File: config.mk
export PLATFORM = sky130hd
export DESIGN_NAME = sram_access_sequencer
export DESIGN_NICKNAME = d
export VERILOG_FILES = /design/src/rtl/sram_access_sequencer_pkg.sv /design/src/rtl/sram_access_sequencer.sv
export SDC_FILE = /design/constraint.sdc
export NUM_CORES = 1
export LEC_CHECK = 0
export BUFFER_PORTS_ARGS = -buffer_cell sky130_fd_sc_hd__buf_2
export CAP_MARGIN = 20
export CORE_MARGIN = 5
export CORE_UTILIZATION = 54
export DETAILED_ROUTE_END_ITERATION = 12
export GPL_ROUTABILITY_DRIVEN = 0
export GPL_TIMING_DRIVEN = 0
export PLACE_DENSITY = 0.84
export SYNTH_ARGS = -nofsm -noshare
export SYNTH_HDL_FRONTEND = slang
export SYNTH_SLANG_ARGS = --single-unit
File: constraint.sdc
create_clock -name clk -period 5.2 [get_ports clk]
set_input_delay 1.04 -clock clk [delete_from_list [all_inputs] [get_ports clk]]
set_output_delay 1.04 -clock clk [all_outputs]
set_load 0.03 [all_outputs]
File: src/rtl/sram_access_sequencer_pkg.sv
// Package: sram_pkg
// Shared definitions for the on-board async 512Kx8 SRAM sequencer:
//   - sequencer state encoding
//   - default array geometry (19-bit address, last address 19'h7FFFF)
//   - default WE pulse width and read wait, in clk cycles
//   - a small max helper used to size the wait counter
package sram_pkg;

  localparam int                 SRAM_AW        = 19;
  localparam logic [SRAM_AW-1:0] SRAM_LAST      = 19'h7FFFF;
  localparam int                 SRAM_WE_CYCLES = 1;
  localparam int                 SRAM_RD_WAIT   = 1;

  typedef enum logic [2:0] {
    S_IDLE    = 3'd0,
    S_W_SETUP = 3'd1,
    S_W_PULSE = 3'd2,
    S_W_HOLD  = 3'd3,
    S_TURN    = 3'd4,
    S_R_ADDR  = 3'd5,
    S_R_WAIT  = 3'd6,
    S_R_SEND  = 3'd7
  } seq_state_e;

  function automatic int max2(input int a, input int b);
    return (a > b) ? a : b;
  endfunction

endpackage

File: src/rtl/sram_access_sequencer.sv
// Module: sram_access_sequencer
// Owns the async SRAM: runs a fill pass (writes fill_pattern to every byte
// 0..LAST_ADDR) or a dump pass (reads every byte and streams it out over a
// valid/ack byte interface towards the uart TX side).
// Ports:
//   clk, rst                      clock, synchronous active-high reset
//   cmd_fill/cmd_dump/cmd_abort   1-cycle command pulses
//   fill_pattern                  byte written by a fill, sampled on acceptance
//   mem_adr, mem_dq_o, mem_dq_oe  SRAM address, write data, bus drive enable
//   mem_dq_i                      SRAM read data
//   ram_ce_n/ram_oe_n/ram_we_n    active-low SRAM strobes (registered)
//   tx_data, tx_valid, tx_ack     byte stream to the uart
//   busy, fill_done, dump_done    status; done flags are sticky
module sram_access_sequencer
  import sram_pkg::*;
#(
  parameter int            AW        = SRAM_AW,
  parameter logic [AW-1:0] LAST_ADDR = {AW{1'b1}},
  parameter int            WE_CYCLES = SRAM_WE_CYCLES,
  parameter int            RD_WAIT   = SRAM_RD_WAIT
) (
  input  logic          clk,
  input  logic          rst,
  input  logic          cmd_fill,
  input  logic          cmd_dump,
  input  logic          cmd_abort,
  input  logic [7:0]    fill_pattern,
  output logic [AW-1:0] mem_adr,
  output logic [7:0]    mem_dq_o,
  output logic          mem_dq_oe,
  input  logic [7:0]    mem_dq_i,
  output logic          ram_ce_n,
  output logic          ram_oe_n,
  output logic          ram_we_n,
  output logic [7:0]    tx_data,
  output logic          tx_valid,
  input  logic          tx_ack,
  output logic          busy,
  output logic          fill_done,
  output logic          dump_done
);

  localparam int              CNT_W   = $clog2(max2(WE_CYCLES, RD_WAIT) + 1);
  localparam logic [CNT_W-1:0] WE_LOAD = CNT_W'(WE_CYCLES - 1);
  localparam logic [CNT_W-1:0] RD_LOAD = CNT_W'(RD_WAIT - 1);

  seq_state_e       state_q, state_d;
  logic [CNT_W-1:0] cnt_q;
  logic             abort_q;
  logic             abort_any;
  logic             at_last;
  logic             cnt_zero;
  logic             ce_n_d, oe_n_d, we_n_d, dq_oe_d;

  // A pending abort includes one arriving in the very cycle it is acted on.
  assign abort_any = abort_q | cmd_abort;
  assign at_last   = (mem_adr == LAST_ADDR);
  assign cnt_zero  = (cnt_q == '0);
  assign busy      = (state_q != S_IDLE);

  always_ff @(posedge clk) begin
    if (rst) state_q <= S_IDLE;
    else     state_q <= state_d;
  end

  // Next state plus strobe decode of the next state; the strobes are
  // registered from this decode so the SRAM never sees decode glitches and
  // bus drive / output enable always change on the same edge.
  always_comb begin
    state_d = state_q;
    unique case (state_q)
      S_IDLE:    if (cmd_fill)      state_d = S_W_SETUP;
                 else if (cmd_dump) state_d = S_TURN;
      S_W_SETUP: state_d = S_W_PULSE;
      S_W_PULSE: if (cnt_zero) state_d = S_W_HOLD;
      S_W_HOLD:  state_d = (abort_any || at_last) ? S_IDLE : S_W_SETUP;
      S_TURN:    state_d = abort_any ? S_IDLE : S_R_ADDR;
      S_R_ADDR:  state_d = abort_any ? S_IDLE : S_R_WAIT;
      S_R_WAIT:  if (abort_any)     state_d = S_IDLE;
                 else if (cnt_zero) state_d = S_R_SEND;
      S_R_SEND:  if (tx_ack) state_d = (abort_any || at_last) ? S_IDLE : S_R_ADDR;
      default:   state_d = S_IDLE;
    endcase

    ce_n_d  = 1'b1;
    oe_n_d  = 1'b1;
    we_n_d  = 1'b1;
    dq_oe_d = 1'b0;
    unique case (state_d)
      S_W_SETUP, S_W_HOLD: begin ce_n_d = 1'b0; dq_oe_d = 1'b1; end
      S_W_PULSE:           begin ce_n_d = 1'b0; dq_oe_d = 1'b1; we_n_d = 1'b0; end
      S_R_ADDR, S_R_WAIT, S_R_SEND: begin ce_n_d = 1'b0; oe_n_d = 1'b0; end
      default: ;
    endcase
  end

  always_ff @(posedge clk) begin
    if (rst) begin
      cnt_q     <= '0;
      abort_q   <= 1'b0;
      mem_adr   <= '0;
      mem_dq_o  <= '0;
      mem_dq_oe <= 1'b0;
      ram_ce_n  <= 1'b1;
      ram_oe_n  <= 1'b1;
      ram_we_n  <= 1'b1;
      tx_data   <= '0;
      tx_valid  <= 1'b0;
      fill_done <= 1'b0;
      dump_done <= 1'b0;
    end else begin
      ram_ce_n  <= ce_n_d;
      ram_oe_n  <= oe_n_d;
      ram_we_n  <= we_n_d;
      mem_dq_oe <= dq_oe_d;

      // Wait counter reloads on every state entry, counts down to zero.
      if (state_d != state_q)
        cnt_q <= (state_d == S_W_PULSE) ? WE_LOAD : RD_LOAD;
      else if (!cnt_zero)
        cnt_q <= cnt_q - 1'b1;

      // Abort is only meaningful during a pass and dies with it.
      if (state_d == S_IDLE)
        abort_q <= 1'b0;
      else if (cmd_abort && state_q != S_IDLE)
        abort_q <= 1'b1;

      unique case (state_q)
        S_IDLE: begin
          if (cmd_fill || cmd_dump) begin
            mem_adr   <= '0;
            fill_done <= 1'b0;
            dump_done <= 1'b0;
          end
          if (cmd_fill) mem_dq_o <= fill_pattern;
        end
        S_W_HOLD: begin
          if (!abort_any) begin
            if (at_last) fill_done <= 1'b1;
            else         mem_adr   <= mem_adr + 1'b1;
          end
        end
        S_R_WAIT: begin
          if (!abort_any && cnt_zero) begin
            tx_data  <= mem_dq_i;
            tx_valid <= 1'b1;
          end
        end
        S_R_SEND: begin
          if (tx_ack) begin
            tx_valid <= 1'b0;
            if (!abort_any) begin
              if (at_last) dump_done <= 1'b1;
              else         mem_adr   <= mem_adr + 1'b1;
            end
          end
        end
        default: ;
      endcase
    end
  end

endmodule

# ---- Yosys cells after proc, flatten, opt, wreduce, memory -nomap -nowiden
# Cells that the tools add are included.
dict set report word_totals {
  register_bits 47
  word_cells 91
}
dict set report classes {
  n_addsub 2
  n_eq_ne 22
  muxes 29
  bitwise_logic 2
  n_reduce_logical 23
}
# op n
set op_table {}
lappend op_table {{two-way mux 19 bit} 4}
lappend op_table {{case mux 19 bit (3 select lines)} 1}
lappend op_table {{two-way mux 3 bit} 9}
lappend op_table {{case mux 3 bit (8 select lines)} 1}
lappend op_table {{== test 3 bit (second input constant)} 7}
lappend op_table {{adder 19 x 1 -> 19 bit (second input constant)} 1}
lappend op_table {{== test 19 bit (second input constant)} 1}
lappend op_table {{inequality test 2 bit (second input constant)} 7}
lappend op_table {{== test 3 x 2 -> 1 bit (second input constant)} 4}
lappend op_table {{two-way mux 1 bit} 11}
lappend op_table {{OR reduction 3 bit} 3}
lappend op_table {{== test 3 x 1 -> 1 bit (second input constant)} 2}
lappend op_table {{logical NOT 3 bit} 2}
lappend op_table {{case mux 1 bit (2 select lines)} 3}
lappend op_table {{AND reduction 3 bit} 2}
lappend op_table {{nonzero test 2 bit} 3}
lappend op_table {{nonzero test 3 bit} 2}
lappend op_table {{OR reduction 6 bit} 1}
lappend op_table {{AND reduction 5 bit} 1}
lappend op_table {{AND reduction 2 bit} 2}
lappend op_table {{AND reduction 4 bit} 1}
lappend op_table {{inequality test 3 bit} 1}
lappend op_table {{logical AND 1 bit} 2}
lappend op_table {{logical OR 1 bit} 2}
lappend op_table {{5 further kinds} 5}

# ---- Logic depth before layout (Yosys ltp)
dict set report depth {
  depth_word 8
  mapped_depth 9
  mapped_depth_nobuf 6
}

# ---- Worst setup path before layout
# Ideal clock, no wire load.
dict set report synth_path {
  kind {input-to-reg}
  from {input port cmd_abort}
  to {register mem_adr[14]}
  setup_time_ps 128
  t_arrival_ps 2184
  path_slack_ps 2888
  cell_stages 5
  path_cell_list {nor2_1 > o311ai_0 > a2111oi_0 > xnor2_1 > nor2_1}
}
dict set report synth_between {
  elab_chain_len 4
}
# item line_no
set synth_rtl {}
lappend synth_rtl {{start, declared} sram_access_sequencer.sv:26} ;# input logic cmd_abort,
lappend synth_rtl {{bitwise OR 1 bit (*)} sram_access_sequencer.sv:56} ;# assign abort_any = abort_q | cmd_abort;
lappend synth_rtl {{two-way mux 19 bit (*)} --}
lappend synth_rtl {{two-way mux 19 bit} --}
lappend synth_rtl {{case mux 19 bit (3 select lines) (*)} --}
lappend synth_rtl {{end signal, assigned} sram_access_sequencer.sv:141} ;# else mem_adr <= mem_adr + 1'b1;
lappend synth_rtl {{end signal, assigned} sram_access_sequencer.sv:155} ;# else mem_adr <= mem_adr + 1'b1;
lappend synth_rtl {{end, declared} sram_access_sequencer.sv:28} ;# output logic [AW-1:0] mem_adr,
# Mark *: on every way between the ends. The rest lies on a longest branch, timed or not. The select of a mux whose other input is x is not followed.
# A chain may end at the register's enable or synchronous reset.

# ---- Final worst setup path
dict set report layout_path {
  from {register state_q[2]}
  to {output port busy}
}
dict set report layout_between {
  elab_chain_len 1
}
# item line_no
set layout_rtl {}
lappend layout_rtl {{start, declared} sram_access_sequencer.sv:47} ;# seq_state_e state_q, state_d;
lappend layout_rtl {{start signal, assigned} sram_access_sequencer.sv:63} ;# else state_q <= state_d;
lappend layout_rtl {{nonzero test 3 bit} sram_access_sequencer.sv:59} ;# assign busy = (state_q != S_IDLE);
lappend layout_rtl {{end, declared} sram_access_sequencer.sv:38} ;# output logic busy,
# Every way passes these cells.

==> flow_summary.yaml <==
clock_tree:
  clkLatencyLatePin_ps: 300
  post_cts_resized: 0
  cts_setup_buffers: 0
  cts-hold-fix-buffers: 0
  cts_sinks: 47
  cts_root_buf: "clkbuf_8"
  cts_buffer_depth: 2
  cts_max_level: 2
  tritoncts: "done"
  clk_pin_slew_ps: 90
  cts_buffers: 5
critical_path:
  path_class: "reg -> out"
  cp.required_ps: 4160
  r2r_end: "ram_oe_n"
  start_kind: "flip-flop"
  crit_chain: "buf_4 > nor3_4 > inv_2 > buf_2 > buf_2"
  critPathBufInv: 4
  max_stage_delay_ps: 300
  cp_common_cell: "buf_2"
  cp_slowest_cell: "dfxtp_1"
  crit_fanout: 10
  rr_worst_depth: 6
  arrival_ps: 1590
  r2r_setup_slack_ps: 3020
  crit_family: "buffers and inverters"
  rr_startpoint: "mem_adr[0]"
  setup.worst_path.end_class: "primary output"
logic_synthesis:
  syn_area_um2: 2110
  synthArstFlopShare_pct: 0
  synth_top_cell_area_share_pct: 44.6
  seq_area_frac_synth_pct: 44.6
  synth.area.top_cells: "dfxtp_1, a21oi_1, nand2_1, nor2_1, mux2i_1"
  syn_nets: 269
  synth-seq-cells: 47
  synth_top_area_cell: "dfxtp_1"
  synth_edf_count: 0
  syn_inst: 246
  yosysMostFrequentCell: "dfxtp_1"
  synth_cell_types: 48
  ys.flop_type: "dfxtp_1"
  yosys_warnings: 0
  synth.avg_cell_area_um2: 8.58
  synthTopCellsByCount: "dfxtp_1, nand2_1, nor2_1, a21oi_1, nand3_1"
routing:
  vias_per_cell: 5.80
  drc: 0
  antenna_left: 0
  drt_iter0_drc: 172
  wirelength_um: 5370
  via_count: 2117
  drt_first_pass_iters: 4
  wl_per_cell_um: 14.7
floorplan:
  start_util_pct: 56.8
  die-area_um2: 5260
  die_h_um: 72.5
  fp.coreArea_um2: 3720
  die_x_um: 72.5
  num_rows: 22
  ios: 65
final_layout:
  areaGrowthSynthToFinish_pct: 23.1
  layout.nets: 339
  num_antenna_cells: 0
  multi_input_area_um2: 1070
  seqCellArea_um2: 941
  drive_above_1_share_pct: 26.8
  fill_cells: 324
power:
  comb_power_share_pct: 20.5
  max-vdd-ir-drop_v: 0.000216
  p_leak_nw: 1.11
  pwr-share-seq_pct: 46.7
  p_clk_share_pct: 32.8
  intPower_w: 0.000569
  switching_share_pct: 30.0
  switchingPower_w: 0.000244
  power_w: 0.000812
  pwr_density_cell_nw_per_um2: 313
timing:
  setup_viol: 0
  worstMarginPinSlew_ps: 708
  final_hold_viol_count: 0
  drv_slew: 0
  finalSetupTns_ps: 0
  fmaxAchievable_mhz: 380
  rsz0062_at_grt: "no"
  clock_skew_ps: 6.62
  min_period_over_period_pct: 50.7
  slew_headroom_pct: 52.2
  finalCriticalPeriod_ps: 2630
min_path:
  hold_class: "reg -> reg"
  hold_start: "mem_dq_o[7]"
  min_to: "mem_dq_o[7]"
  holdPathStages: 2
grt:
  grt_pass1_vias: 1851
  globalRouteOverflowTotal: 0
  grt_max_degree: 16
  antenna_found_initial: 0
  grt_use_total_pct: 20.2
  grt_pass1_wl_um: 8510
outcome:
  status: "finished clean"
placement:
  dp_hpwl_um: 3930
  port_buffers: 63
job:
  maxCapViolCount: 0
[worst max path at each step]
stage	depth (start not counted)	startpoint	endpoint
after detailed placement	6	cmd_abort	mem_adr[16]
after floorplan	5	cmd_abort	mem_adr[14]
after global routing	5	state_q[2]	busy
after CTS	5	state_q[2]	busy
after global placement	6	cmd_abort	mem_adr[12]
final	5	state_q[2]	busy
[registers in the layout, summed over array words and instances, names as in the netlist]
name	flops
ram_ce_n	1
mem_dq_oe	1
ram_we_n	1
fill_done	1
abort_q	1
tx_data	8
mem_adr	19
dump_done	1
cnt_q	1
tx_valid	1
ram_oe_n	1
state_q	3
mem_dq_o	8
[per-layer routing]
metal | vias up | wire length (µm) | track usage, %
met5 | - | 0 | 0
met4 | 0 | 49 | 5.74
met3 | 12 | 430 | 4.99
met2 | 89 | 2660 | 32.3
met1 | 990 | 2220 | 27.3
li1 | 1026 | - | -
[logic make-up (layout without fill, tap and decap cells)]
logic type      after synthesis  in the layout  share of synthesized area [%]
buf+inv                      21             92                           4.74
xor+xnor                      4              4                           1.66
compound gates               58             58                           18.9
flops                        47             47                           44.6
other cells                   1              1                          0.178
fa+ha+maj                     1              1                          0.593
simple gates                105            105                           25.0
mux                           9              9                           4.27
[power groups by stage]
stage                     sequential [W]  clock [W]  combinational [W]
final                           0.000379   0.000267           0.000166
after global routing            0.000381   0.000286           0.000180
after CTS                       0.000379   0.000267           0.000166
after detailed placement        0.000388          0           0.000165
after global placement          0.000387          0           0.000160
after floorplan                 0.000408          0          0.0000952
[per-stage QoR]
stage               std cells  hold WS (ps)  utilization, %  instance area [µm²]  setup WS [ps]
CTS                       365           460            69.9                 2600           2570
floorplan                 246           512               -                 2110           2890
global placement          357           435            66.9                 2480           2530
global route              365           480            69.9                 2600           2510
finish                    365           458            69.9                 2600           2570
detailed placement        357           448            66.9                 2480           2510
[worst reg2reg max path: stages (launching register included)]
cell      delay [ps]
dfxtp_1          440
ha_1             230
and4_1           280
nand3_1          240
o21ba_2          320
o31ai_1          440
nand2b_1         170
[cells in the final DEF, fill, tap and decap left out, types with 4 or more instances in the layout]
cell type and instances:
dfxtp_1 47, nand2_1 30, buf_2 65, nor2_1 28, or3_1 8, clkbuf_1 6
mux2i_1 9, o21ai_0 9, clkbuf_8 5, xnor2_1 4, inv_1 7, nand4_1 7
nand3_1 11, or4_1 5, a21oi_1 26
[area by class of cell]
cell class,count,share of cell area (%)
well taps,48,2.31
multi-input cells,178,41.1
clock buffers,5,2.65
inverters,8,1.16
clock inverters,3,1.69
flip-flops and latches,47,36.2
plain buffers,13,2.70
repair buffers,63,12.1
Power figures use the tool's default switching activity.
